File: config.mk
export PLATFORM = sky130hd
export DESIGN_NAME = pong_match_ctrl
export DESIGN_NICKNAME = d
export VERILOG_FILES = /design/src/rtl/pong_match_ctrl.sv
export SDC_FILE = /design/constraint.sdc
export NUM_CORES = 1
export LEC_CHECK = 0
export ABC_AREA = 1
export BUFFER_PORTS_ARGS = -buffer_cell sky130_fd_sc_hd__buf_2
export CAP_MARGIN = 20
export CORE_UTILIZATION = 45
export CTS_BUF_LIST = sky130_fd_sc_hd__clkbuf_8
export DETAILED_ROUTE_END_ITERATION = 10
export PLACE_DENSITY = 0.66
export SKIP_LAST_GASP = 1
export SYNTH_ARGS = -nofsm -noshare
export SYNTH_HDL_FRONTEND = slang
export SYNTH_SLANG_ARGS = --single-unit
export TNS_END_PERCENT = 50
File: constraint.sdc
create_clock -name clk -period 2.3 [get_ports clk]
set_input_delay 0.23 -clock clk [delete_from_list [all_inputs] [get_ports clk]]
set_output_delay 0.23 -clock clk [all_outputs]
set_load 0.005 [all_outputs]
File: src/rtl/pong_match_ctrl.sv
// Game-flow controller for pong: serve/rally/point-freeze/game-over sequencing,
// ball direction, serve side and both players' scores, paced by vsync frame ticks.
module pong_match_ctrl #(
  parameter int unsigned SCORE_MAX     = 7,
  parameter int unsigned FREEZE_FRAMES = 60,
  parameter logic [9:0]  LEFT_LIMIT    = 10'd8,
  parameter logic [9:0]  RIGHT_LIMIT   = 10'd632
) (
  input  logic       clk,
  input  logic       rst_n,
  input  logic       vsync,
  input  logic       p1_srv,
  input  logic       p2_srv,
  input  logic       p1_hit,
  input  logic       p2_hit,
  input  logic [9:0] ball_x,
  output logic       frame_tick,
  output logic       ball_run,
  output logic       ball_dir,
  output logic       ball_load,
  output logic [1:0] serve_side,
  output logic [3:0] p1_score,
  output logic [3:0] p2_score,
  output logic       game_over
);

  typedef enum logic [1:0] {SERVE, PLAY, POINT, OVER} state_e;

  localparam logic [3:0] SCORE_MAX_C = 4'(SCORE_MAX);
  localparam logic [7:0] FREEZE_C    = 8'(FREEZE_FRAMES);

  state_e      state_q, state_d;
  logic        vsync_q;
  logic        p1_srv_q, p2_srv_q;
  logic        frame_tick_q;
  logic        ball_run_q;
  logic        ball_dir_q, ball_dir_d;
  logic        ball_load_q, ball_load_d;
  logic [1:0]  serve_side_q, serve_side_d;
  logic [3:0]  p1_score_q, p1_score_d;
  logic [3:0]  p2_score_q, p2_score_d;
  logic        game_over_q;
  logic [7:0]  freeze_cnt_q, freeze_cnt_d;

  logic        p1_rise, p2_rise;

  // Edge detection: a button already held when the state changes is not a press.
  assign p1_rise = p1_srv & ~p1_srv_q;
  assign p2_rise = p2_srv & ~p2_srv_q;

  always_comb begin
    state_d      = state_q;
    ball_dir_d   = ball_dir_q;
    ball_load_d  = 1'b0;
    serve_side_d = serve_side_q;
    p1_score_d   = p1_score_q;
    p2_score_d   = p2_score_q;
    freeze_cnt_d = freeze_cnt_q;

    case (state_q)
      SERVE: begin
        if (serve_side_q[1] && p1_rise) begin
          state_d      = PLAY;
          ball_dir_d   = 1'b0;
          serve_side_d = 2'b00;
        end else if (serve_side_q[0] && p2_rise) begin
          state_d      = PLAY;
          ball_dir_d   = 1'b1;
          serve_side_d = 2'b00;
        end
      end

      PLAY: begin
        // A paddle hit outranks a limit crossing in the same cycle.
        if (p1_hit) begin
          ball_dir_d = 1'b0;
        end else if (p2_hit) begin
          ball_dir_d = 1'b1;
        end else if (ball_x <= LEFT_LIMIT) begin
          p2_score_d   = p2_score_q + 4'd1;
          serve_side_d = 2'b10;
          if (p2_score_d == SCORE_MAX_C) begin
            state_d = OVER;
          end else begin
            state_d      = POINT;
            freeze_cnt_d = FREEZE_C;
          end
        end else if (ball_x >= RIGHT_LIMIT) begin
          p1_score_d   = p1_score_q + 4'd1;
          serve_side_d = 2'b01;
          if (p1_score_d == SCORE_MAX_C) begin
            state_d = OVER;
          end else begin
            state_d      = POINT;
            freeze_cnt_d = FREEZE_C;
          end
        end
      end

      POINT: begin
        if (frame_tick_q) begin
          if (freeze_cnt_q == 8'd1) begin
            state_d      = SERVE;
            ball_load_d  = 1'b1;
            ball_dir_d   = ~serve_side_q[1];
            freeze_cnt_d = 8'd0;
          end else begin
            freeze_cnt_d = freeze_cnt_q - 8'd1;
          end
        end
      end

      OVER: begin
        if (p1_rise || p2_rise) begin
          state_d      = SERVE;
          p1_score_d   = 4'd0;
          p2_score_d   = 4'd0;
          serve_side_d = 2'b01;
          ball_dir_d   = 1'b1;
          ball_load_d  = 1'b1;
        end
      end

      default: state_d = SERVE;
    endcase
  end

  always_ff @(posedge clk or negedge rst_n) begin
    if (!rst_n) begin
      state_q      <= SERVE;
      vsync_q      <= 1'b0;
      p1_srv_q     <= 1'b0;
      p2_srv_q     <= 1'b0;
      frame_tick_q <= 1'b0;
      ball_run_q   <= 1'b0;
      ball_dir_q   <= 1'b1;
      ball_load_q  <= 1'b0;
      serve_side_q <= 2'b01;
      p1_score_q   <= 4'd0;
      p2_score_q   <= 4'd0;
      game_over_q  <= 1'b0;
      freeze_cnt_q <= 8'd0;
    end else begin
      state_q      <= state_d;
      vsync_q      <= vsync;
      p1_srv_q     <= p1_srv;
      p2_srv_q     <= p2_srv;
      frame_tick_q <= vsync_q & ~vsync;
      ball_run_q   <= (state_d == PLAY);
      ball_dir_q   <= ball_dir_d;
      ball_load_q  <= ball_load_d;
      serve_side_q <= serve_side_d;
      p1_score_q   <= p1_score_d;
      p2_score_q   <= p2_score_d;
      game_over_q  <= (state_d == OVER);
      freeze_cnt_q <= freeze_cnt_d;
    end
  end

  assign frame_tick = frame_tick_q;
  assign ball_run   = ball_run_q;
  assign ball_dir   = ball_dir_q;
  assign ball_load  = ball_load_q;
  assign serve_side = serve_side_q;
  assign p1_score   = p1_score_q;
  assign p2_score   = p2_score_q;
  assign game_over  = game_over_q;

endmodule

==> impl_metrics.csv <==
group,metric,value,unit
synthesis,ys.flop_type,"dfrtp_1",
drt,drc,0,
hold_path,min_path_type,"in -> reg",
grt,grt_pass1_wl,6600,um
grt,grt_antenna_before_repair,0,
place,dpl_cell_area,2040,um2
setup_path,critPathLaunchType,"flip-flop",
timing,max_freq,497,MHz
drt,wl,3610,um
cts,cts_buffer_depth,2,
grt,grt_overflow,0,
grt,grt_pass1_vias,1511,
drt,first_iter_violations,104,
setup_path,crit_required,2.47,ns
synthesis,synth_area,1840,um2
synthesis,async_flop_share,1.00,
finish,synthToLayoutAreaGrowth,15.2,%
status,outcome,"finished, final reports clean",
timing,relSlewSlack,0.584,
finish,final_area,2120,um2
cts,cts_tree,"built",
finish,fin_util,0.558,
cts,cts-buffers-inserted,3,
synthesis,synthXorXnorAreaFrac,0.00952,
setup_path,arrival,2.19,ns
synthesis,synth_top_family_by_area,"simple AND/OR/NAND/NOR gates",
finish,antenna_cells,0,
drt,vias_per_cell,5.00,
floorplan,core,3800,um2
timing,tightest_slew,0.624,ns
floorplan,die-width,66.0,um
cts,cts.sinks,28,
finish,final_layout_size_suffix_gt1_frac,0.227,
synthesis,synthCells,243,
synthesis,yosys_warnings,0,
grt,grt.total_usage,0.197,
synthesis,synth_area_leader_cell,"dfrtp_1",
drt,first_pass_iters,4,
synthesis,yosysSeqAreaShare,0.382,
synthesis,syn_area_per_cell,7.57,um2
synthesis,synth-simple-area-share,0.308,
timing,fin_crit,2.01,ns
place,gp_congestion,0.882,
drt,ant_nets,0,
synthesis,synthesis.nets,271,
timing,finalCritPeriodShare,0.876,
setup_path,endpoint_kind,"flip-flop",
cts,clkSlewWorstSetupHoldPaths,0.10,ns
synthesis,muxShareOfSynthArea,0,
synthesis,ys_seq_elements,28,
power,vdd_drop_max,701,uV
cts,root_buffer,"clkbuf_8",
cts,h-tree-depth,1,
synthesis,synth_most_common_cell,"nand2_1",
cts,cts_resized,0,
setup_path,crit_type,"reg -> reg",
floorplan,die_h,66.0,um
floorplan,rows,22,
power,p_leak,1.08,nW
drt,vias,1626,
floorplan,die_area,4350,um2
timing,fin_tns_setup,0,ns
setup_path,cp_max_fo,8,
place,hpwl,2710,um
floorplan,start_util,0.485,
drt,wl_per_cell,11.1,um
timing,drv_slew,0,
synthesis,synth-edff-count,0,
cts,ctsHoldBuffers,1,
timing,fin_worst_skew,0.00190,ns
floorplan,ios,32,
cts,insertion_delay,0.27,ns
synthesis,synth_top_cell_area_share,0.354,
synthesis,yosys-top-cells-area,"dfrtp_1 (35%), nand2_1 (12%), inv_1 (8.2%)",
timing,hold_violations,0,
synthesis,synth_adder_area_share,0.0748,
synthesis,synth_compound_area_frac,0.131,
synthesis,synth_common_cells,"nand2_1 (57), inv_1 (40), dfrtp_1 (26)",
run,max_cap_viol_count,0,
place,io_buffers,31,
timing,rsz0062_at_grt,"no",
power,power.density,1280,nW/um2
grt,grt_max_degree,29,
finish,nNetsFinal,306,
synthesis,synth.distinct_cells,32,
timing,setup_viol,0,
cts,post_cts_buffers,0,
kinds of logic (layout without fill, tap and decap cells):
group | after synthesis | count (layout)
buffers and inverters | 44 | 78
DFF | 28 | 28
and+or+nand+nor | 123 | 123
AOI/OAI and AO/OA | 35 | 35
xor gates and xnor gates | 2 | 2
adders and majority gates | 11 | 11
worst paths after layout:
check	startpoint	to	slack, ns	cells after the start
worst max register to register	state_q[0]	ball_run	0.29	12
worst max-delay path	state_q[0]	ball_run	0.29	12
worst min register to register	vsync_q	frame_tick	0.47	2
worst min-delay path	vsync	vsync_q	0.07	1
max in group asynchronous	rst_n	frame_tick	1.40	2
min in group asynchronous	rst_n	p1_score[2]	0.50	2
report_power, final:
part | internal [mW] | switching (mW)
logic | 0.557 | 0.911
clock network | 0.233 | 0.158
registers | 0.687 | 0.167
total | 1.48 | 1.24
layout make-up:
cell class	count	area [um2]
inverter	42	159
sequential	28	703
multi-input combinational	171	962
fill	391	1680
tap	48	60.1
clock buffer	3	41.3
clock inverter	1	30.0
timing repair buffer	32	165
layout by cell type (no fill, tap or decap), types with 5 or more instances in the layout:
| master | n |
|---|---|
| ha_1 | 11 |
| o22ai_1 | 5 |
| o21ai_2 | 9 |
| nor2_1 | 25 |
| inv_1 | 40 |
| dfrtp_1 | 26 |
| nand4_1 | 5 |
| nand2_1 | 57 |
| o21ai_0 | 7 |
| buf_2 | 31 |
| nand3_1 | 17 |
| nand2_2 | 6 |
per-stage QoR:
stage               setup WS [ns]  total power [mW]  std cells  hold slack [ns]
floorplan                   0.622              1.99        243          -0.0656
global placement            0.266              2.31        320            0.293
detailed placement          0.296              2.32        320            0.293
CTS                         0.275              2.74        325           0.0634
global route               0.0723              3.01        325           0.0591
finish                      0.286              2.71        325           0.0692
flip-flops by register name (all words and copies together) (netlist names):
name / cells
p2_srv_q: 1
frame_tick: 1
ball_run: 1
ball_dir: 1
serve_side: 2
ball_load: 1
vsync_q: 1
p1_score: 4
p2_score: 4
game_over: 1
state_q: 2
freeze_cnt_q: 8
p1_srv_q: 1
critical path, stage by stage, from the launching register on:
cell,delay (ns)
dfrtp_1,0.44
inv_1,0.18
ha_1,0.36
inv_1,0.17
or2_1,0.24
nand2_1,0.06
inv_1,0.05
nand3_1,0.07
nand2_1,0.05
nand2_1,0.07
nand2_1,0.05
o21ai_1,0.10
nor2_1,0.07
layer usage:
metal,part of all wire,GRT usage,vias to the layer above
met4,0.0089,0.0399,0
met5,0,0,-
met2,0.46,0.327,30
met3,0.040,0.0379,4
met1,0.49,0.266,751
li1,-,-,841
(Power assumes the default switching activity.)
